### src/rtl/pc_ctrl_itr.sv
// Program counter with a LIFO call stack and NITR vectored, edge-captured,
// maskable, fixed-priority interrupt channels (no nesting).
module pc_ctrl_itr #(
    parameter int MINSTW  = 9,
    parameter int SDEPTH  = 5,
    parameter int NITR    = 4,
    parameter int ITRBASE = 1,
    parameter int ITRSTP  = 2
) (
    input  logic                         clk,
    input  logic                         rst,
    input  logic                         stall,
    input  logic                         jmp,
    input  logic                         call,
    input  logic                         ret,
    input  logic                         reti,
    input  logic [MINSTW-1:0]            tgt,
    input  logic [NITR-1:0]              itr_req,
    input  logic [NITR-1:0]              itr_mask,
    input  logic                         clr,
    output logic [MINSTW-1:0]            instr_addr,
    output logic [NITR-1:0]              itr_ack,
    output logic                         itr_busy,
    output logic [$clog2(SDEPTH+1)-1:0]  stk_lvl,
    output logic                         stk_ovf,
    output logic                         stk_unf
);

    localparam int LW = $clog2(SDEPTH + 1);

    typedef enum logic {
        ST_RUN = 1'b0,
        ST_ISR = 1'b1
    } state_t;

    function automatic logic [MINSTW-1:0] vec_of(input int ch);
        return MINSTW'(ITRBASE + ch * ITRSTP);
    endfunction

    state_t              r_state;
    state_t              w_state_nxt;
    logic [MINSTW-1:0]   r_pc;
    logic [MINSTW-1:0]   w_pc_nxt;
    logic [MINSTW-1:0]   w_pc_inc;
    logic [LW-1:0]       r_lvl;
    logic [LW-1:0]       w_lvl_nxt;
    logic [MINSTW-1:0]   r_stk [SDEPTH];
    logic                w_wr_en;
    logic [LW-1:0]       w_wr_idx;
    logic [NITR-1:0]     r_req_d;
    logic [NITR-1:0]     r_pend;
    logic [NITR-1:0]     r_ack;
    logic [NITR-1:0]     w_edge;
    logic [NITR-1:0]     w_elig;
    logic [NITR-1:0]     w_sel;
    logic [NITR-1:0]     w_ack_nxt;
    logic [MINSTW-1:0]   w_vec;
    logic                w_full;
    logic                w_empty;
    logic                w_push;
    logic                w_ovf_set;
    logic                w_unf_set;
    logic                r_ovf;
    logic                r_unf;

    assign w_pc_inc = r_pc + MINSTW'(1);
    assign w_full   = (r_lvl == LW'(SDEPTH));
    assign w_empty  = (r_lvl == '0);
    assign w_edge   = itr_req & ~r_req_d;
    assign w_elig   = r_pend & ~itr_mask;
    // Isolate the lowest set bit: lowest channel index has highest priority.
    assign w_sel    = w_elig & (~w_elig + NITR'(1));

    always_comb begin
        w_vec = '0;
        for (int i = NITR - 1; i >= 0; i--) begin
            if (w_elig[i]) begin
                w_vec = vec_of(i);
            end
        end
    end

    always_comb begin
        // NOTE: every output of this block gets a default first, so no path
        // leaves a signal unassigned and no latch is inferred.
        w_pc_nxt    = r_pc;
        w_lvl_nxt   = r_lvl;
        w_state_nxt = r_state;
        w_ack_nxt   = '0;
        w_push      = 1'b0;
        w_wr_en     = 1'b0;
        w_wr_idx    = r_lvl;
        w_ovf_set   = 1'b0;
        w_unf_set   = 1'b0;

        if (!stall) begin
            if (reti || ret) begin
                if (w_empty) begin
                    w_pc_nxt  = w_pc_inc;
                    w_unf_set = 1'b1;
                end else begin
                    w_pc_nxt  = r_stk[r_lvl - LW'(1)];
                    w_lvl_nxt = r_lvl - LW'(1);
                end
                if (reti) begin
                    w_state_nxt = ST_RUN;
                end
            end else if (call) begin
                w_push   = 1'b1;
                w_pc_nxt = tgt;
            end else if (jmp) begin
                w_pc_nxt = tgt;
            end else if (r_state == ST_RUN && w_elig != '0) begin
                w_push      = 1'b1;
                w_pc_nxt    = w_vec;
                w_state_nxt = ST_ISR;
                w_ack_nxt   = w_sel;
            end else begin
                w_pc_nxt = w_pc_inc;
            end
        end

        // A push onto a full stack is dropped; the PC still takes its new value.
        if (w_push) begin
            if (w_full) begin
                w_ovf_set = 1'b1;
            end else begin
                w_wr_en   = 1'b1;
                w_lvl_nxt = r_lvl + LW'(1);
            end
        end
    end

    always_ff @(posedge clk or negedge rst) begin
        if (!rst) begin
            r_state <= ST_RUN;
            r_pc    <= '0;
            r_lvl   <= '0;
            r_req_d <= '0;
            r_pend  <= '0;
            r_ack   <= '0;
            r_ovf   <= 1'b0;
            r_unf   <= 1'b0;
        end else begin
            r_state <= w_state_nxt;
            r_pc    <= w_pc_nxt;
            r_lvl   <= w_lvl_nxt;
            r_req_d <= itr_req;
            // Ack of a channel wins over a new edge on that channel.
            r_pend  <= (r_pend | w_edge) & ~w_ack_nxt;
            r_ack   <= w_ack_nxt;
            // clr is not a command, so it acts during stall too; a set event wins.
            r_ovf   <= w_ovf_set | (r_ovf & ~clr);
            r_unf   <= w_unf_set | (r_unf & ~clr);
        end
    end

    // NOTE: stack storage has no reset; entries above r_lvl are never read,
    // so only the occupancy count needs clearing.
    always_ff @(posedge clk) begin
        if (w_wr_en) begin
            r_stk[w_wr_idx] <= w_pc_inc;
        end
    end

    assign instr_addr = r_pc;
    assign itr_ack    = r_ack;
    assign itr_busy   = (r_state == ST_ISR);
    assign stk_lvl    = r_lvl;
    assign stk_ovf    = r_ovf;
    assign stk_unf    = r_unf;

endmodule

### config.mk
export PLATFORM = sky130hd
export DESIGN_NAME = pc_ctrl_itr
export DESIGN_NICKNAME = d
export VERILOG_FILES = /design/src/rtl/pc_ctrl_itr.sv
export SDC_FILE = /design/constraint.sdc
export NUM_CORES = 1
export LEC_CHECK = 0
export ABC_AREA = 0
export CAP_MARGIN = 0
export CORE_MARGIN = 4
export CORE_UTILIZATION = 45
export DETAILED_ROUTE_END_ITERATION = 16
export PLACE_DENSITY = 0.75
export SLEW_MARGIN = 20
export SYNTH_ARGS = -nofsm -noshare
export SYNTH_HDL_FRONTEND = slang
export SYNTH_SLANG_ARGS = --single-unit
### constraint.sdc
create_clock -name clk -period 2.87 [get_ports clk]
set_input_delay 0.574 -clock clk [delete_from_list [all_inputs] [get_ports clk]]
set_output_delay 0.574 -clock clk [all_outputs]
set_load 0.01 [all_outputs]
# [After elaboration in Yosys (flattened, before gate mapping)]
# Memories as Yosys holds them, arrays and structs flattened.
# Index checks and enable logic that the tools add are counted.
[totals] ff_bits=27 latchBits=0 mem_bits_rw=45 romBits=0 in_bits=25 memories=1
[classes] add_sub_neg=4 multipliers=0 n_div=0 n_lt_le_gt_ge=0 n_eq_ne=4 shifts=0 n_mux=38 bitwise=16 reduce_logical=6
[memory_table] memory="r_stk" words=5 word_bits=9 rd=1 rd_ports_with_merged_regs=0 wr=1 line="47" source="logic [MINSTW-1:0] r_stk [SDEPTH];"
[ops] cell="two-way mux 9 bit" count=6
[ops] cell="two-way mux 3 bit" count=8
[ops] cell="two-way mux 4 bit" count=5
[ops] cell="two-way mux 1 bit" count=19
[ops] cell="bitwise AND 4 bit" count=4
[ops] cell="inverter 4 bit" count=4
[ops] cell="adder 9 x 1 -> 9 bit (second input constant)" count=1
[ops] cell="AND reduction 5 bit" count=1
[ops] cell="adder 4 x 1 -> 4 bit (second input constant)" count=1
[ops] cell="!= test 2 x 1 -> 1 bit (second input constant)" count=2
[ops] cell="bitwise OR 4 bit" count=1
[ops] cell="nonzero test 4 bit" count=1
[ops] cell="adder 3 x 1 -> 3 bit (second input constant)" count=1
[ops] cell="equality test 3 bit (second input constant)" count=1
[ops] cell="logical NOT 3 bit" count=1
[ops] cell="inverter 1 bit" count=3
[ops] cell="subtractor 3 x 1 -> 3 bit (second input constant)" count=1
[ops] cell="bitwise AND 1 bit" count=2
[ops] cell="!= test 2 bit (second input constant)" count=1
[ops] cell="bitwise OR 1 bit" count=2
[ops] cell="nonzero test 2 bit" count=1
[ops] cell="logical AND 1 bit" count=1
[ops] cell="logical OR 1 bit" count=1

# [Longest topological paths before layout]
[depth] depth_word=12 ltp_mapped=9 mapped_depth_nobuf=7

# [Worst setup path before layout]
# No wires, ideal clock.
[synth_path] path_kind="input to register" start="in itr_mask[0]" end="mem r_stk[4][0], enable pin" t_arrival_ns=2.397 required_time_ns=2.467 setup_slack_ns=0.070 path_stages=4 path_buffers=0 path_cell_list="nand2b_1 a41oi_2 a31oi_1 nor4b_1"
[synth_between] elab_chain_len=12
[synth_lines] item="start: declaration" line="19" source="input logic [NITR-1:0] itr_mask,"
[synth_lines] item="inverter 4 bit" line="70" source="assign w_elig = r_pend & ~itr_mask;"
[synth_lines] item="bitwise AND 4 bit" line="70"
[synth_lines] item="nonzero test 4 bit" line="113" source="end else if (r_state == ST_RUN && w_elig != '0) begin"
[synth_lines] item="logical AND 1 bit" line="113"
[synth_lines] item="two-way mux 1 bit" line="113"
[synth_lines] item="two-way mux 1 bit" line="111" source="end else if (jmp) begin"
[synth_lines] item="two-way mux 1 bit" line="108" source="end else if (call) begin"
[synth_lines] item="two-way mux 1 bit" line="97" source="if (reti || ret) begin"
[synth_lines] item="two-way mux 1 bit" line="96" source="if (!stall) begin"
[synth_lines] item="two-way mux 1 bit" line="124" source="if (w_push) begin"
[synth_lines] item="two-way mux 1 bit" line="161" source="if (w_wr_en) begin"
[synth_lines] item="two-way mux 1 bit (implied by the code)" line="162" source="r_stk[w_wr_idx] <= w_pc_inc;"
[synth_lines] item="end: declaration" line="47"
# No other way between the ends.

# [Final worst setup path]
[layout_path] start="in ret" end="mem r_stk[1][1], enable pin"
[layout_between] elab_chain_len=6
[layout_lines] item="start: declaration" line="15" source="input logic ret,"
[layout_lines] item="logical OR 1 bit" line="97"
[layout_lines] item="two-way mux 1 bit" line="97"
[layout_lines] item="two-way mux 1 bit" line="96"
[layout_lines] item="two-way mux 1 bit" line="124"
[layout_lines] item="two-way mux 1 bit" line="161"
[layout_lines] item="two-way mux 1 bit (implied by the code)" line="162"
# No other way between the ends.

==> metrics.cfg <==
[synthesis]
seq_area_frac_synth=0.604
syn_avg_cell_area_um2=13.3
synthSimpleGateAreaFrac=0.101
yosysTopAreaCellShare=0.402
synth-seq-cells=72
syn_nets=283
syn_inst=253
synthAdderAreaFrac=0.0186
ys.flop_type=edfxtp_1
synth_most_common_cell=edfxtp_1
synth_compound_area_frac=0.123
synth.distinct_cells=54
synth_mux_area_frac=0.0883
yosys-top-cells-count=edfxtp_1 (45), dfrtp_1 (27), nor2_1 (17)
yosysTopAreaCell=edfxtp_1
synth_edf_count=45
yosys_warnings=0
syn_area_mm2=0.00336
ys_top_cells_by_area=edfxtp_1 (40%), dfrtp_1 (20%), mux4_1 (3.9%)
synth_top_family_by_area=compound AO/OA/AOI/OAI gates
synth_async_sr_flop_share=0.375
synth_xor_area_frac=0.0235

[route]
post_drt_wl_per_cell_um=18.2
via_per_inst=5.63
num_vias=2348
wirelength_um=7590
drtIter0Drc=193
ant_nets=0
drc=0
first_pass_iters=4

[global_route]
grt_pass1_wl_um=12200
antenna_found_initial=0
busiest_layer=met2
grt_max_degree=28
grt.met1_usage=0.252
grt_pass1_vias=2283
grtUsageMet3=0.0606
grt-ovfl-total=0
use_met2=0.271
grtUsageTotal=0.185

[clock_tree]
cts_buffer_depth=2
post_cts_resized=0
cts_sinks=72
postCtsHoldBufs=0
cts_buffers=9
htreeDepth=3
cts-root-buf=clkbuf_8
cts_setup_buffers=0
tritoncts=yes
path_clk_slew_ns=0.09
insertion_delay_ns=0.35

[die]
die_h_um=94.4
rows=31
core_area_mm2=0.00725
fp.dieW_um=94.4
start_util=0.463
ioPinCount=44
die-area_mm2=0.00891

[sta]
clock_skew_ns=0.0117
slew_violations=0
setup_tns_ns=0
worst_slack_ns=0.473
grt_setup_unrepaired=false
tightest_slew_ns=0.667
post-route-period-util=0.835
period_needed_ns=2.40
fmaxAchievable_mhz=417
finalSetupViolations=0
slew_headroom=0.552
hold_violations=0

[worst_setup_path]
cp.arrival_ns=2.45
end_kind=flop
crit_slowest_cell=clkdlybuf4s50_1
worstPathRequired_ns=2.93
worstPathCellList=clkdlybuf4s50_1 -> nor3_2 -> and3_1 -> a31oi_1 -> or2_1 -> nor3_1 -> buf_4
path_max_fanout=9
criticalPathCategory=in2reg
start_kind=primary input
slowest_delay_ns=0.52

[cells_and_area]
ff_latch_area_mm2=0.00203
fillers=613
nNetsFinal=343
drive_above_1_share=0.138
area_delta_synth_final_pct=24.5
multi_input_area_mm2=0.00120
diodes=0
utilization=0.577
design_area_mm2=0.00418

[place]
dp_worst_setup_slack_ns=0.200
port-buffer-count=43
gp_congestion=0.902
dpl_cell_area_mm2=0.00395
dp_hpwl_um=5400

[hold_path]
hold_class=reg2reg

[pwr]
leakage_nw=1.57
irDropWorstVdd_uv=604
powerDensity_mw_per_mm2=945
finalPower_mw=3.95

[flow_run]
drv_cap=0

[run_status]
status=finished, final reports clean

[layout by cell type (no fill, tap or decap), drive strengths merged, types with 4 or more instances in the layout]
master and n:
edfxtp 45, nor2 17, nand2b 6, mux2 4, clkbuf 9, nand2 10
mux4 9, inv 20, xnor2 7, a22oi 4, clkdlybuf4s50 43, a31oi 5
dfrtp 27, a21oi 13, o21ai 14, ha 5, nor3 10, nand3 6
buf 15
[per-layer routing]
metal | share of wire | routed length (µm)
met1 | 0.43 | 3280
met2 | 0.47 | 3570
met3 | 0.075 | 569
met4 | 0.023 | 178
met5 | 0 | 0
[state kept, by name, indices dropped and copies added (netlist names), 3 cells and up]
signal and cells:
stk_lvl 3, r_pend 4, r_stk 45, instr_addr 9
r_req_d 4, itr_ack 4
[cells by family after synthesis]
kind of cell,after synthesis
simple gates,65
fa+ha+maj,5
flops,72
compound gates,61
xor+xnor,9
mux,16
buf+inv,25
[power by group]
group / internal (mW) / switching [mW] / total (mW) / leakage [nW]
registers: 1.36 / 0.143 / 1.50 / 0.730
clock network: 0.507 / 0.423 / 0.930 / 0.114
logic: 0.720 / 0.803 / 1.52 / 0.723
[critical path, delay by kind of cell]
kind | cells | cell delay, ns
simple gates | 4 | 1.05
compound gates | 1 | 0.05
buf+inv | 2 | 0.77
[metrics by stage]
| stage | hold WS (ns) | instances |
|---|---|---|
| after floorplan | 0.278 | 253 |
| after global placement | 0.464 | 401 |
| after detailed placement | 0.467 | 401 |
| after CTS | 0.478 | 417 |
| after global routing | 0.489 | 417 |
| final | 0.475 | 417 |
[final timing paths]
check                           depth (start not counted)             to  startpoint  slack, ns
worst max-delay path                                    7    r_stk[1][1]         ret       0.47
worst min-delay path                                    1      r_pend[3]   r_pend[3]       0.47
worst max register to register                          6  instr_addr[3]  stk_lvl[0]       0.63
worst min register to register                          1      r_pend[3]   r_pend[3]       0.47
max in group asynchronous                               2     stk_lvl[1]         rst       2.00
min in group asynchronous                               2      r_pend[1]         rst       0.59
[layout make-up]
| type | count | share of cell area |
|---|---|---|
| clock inverters | 7 | 0.0257 |
| clock buffers | 9 | 0.0296 |
| multi-input cells | 156 | 0.286 |
| well taps | 99 | 0.0296 |
| inverters | 16 | 0.0144 |
| flip-flops and latches | 72 | 0.485 |
| repair buffers | 58 | 0.130 |
(Power assumes the default switching activity.)
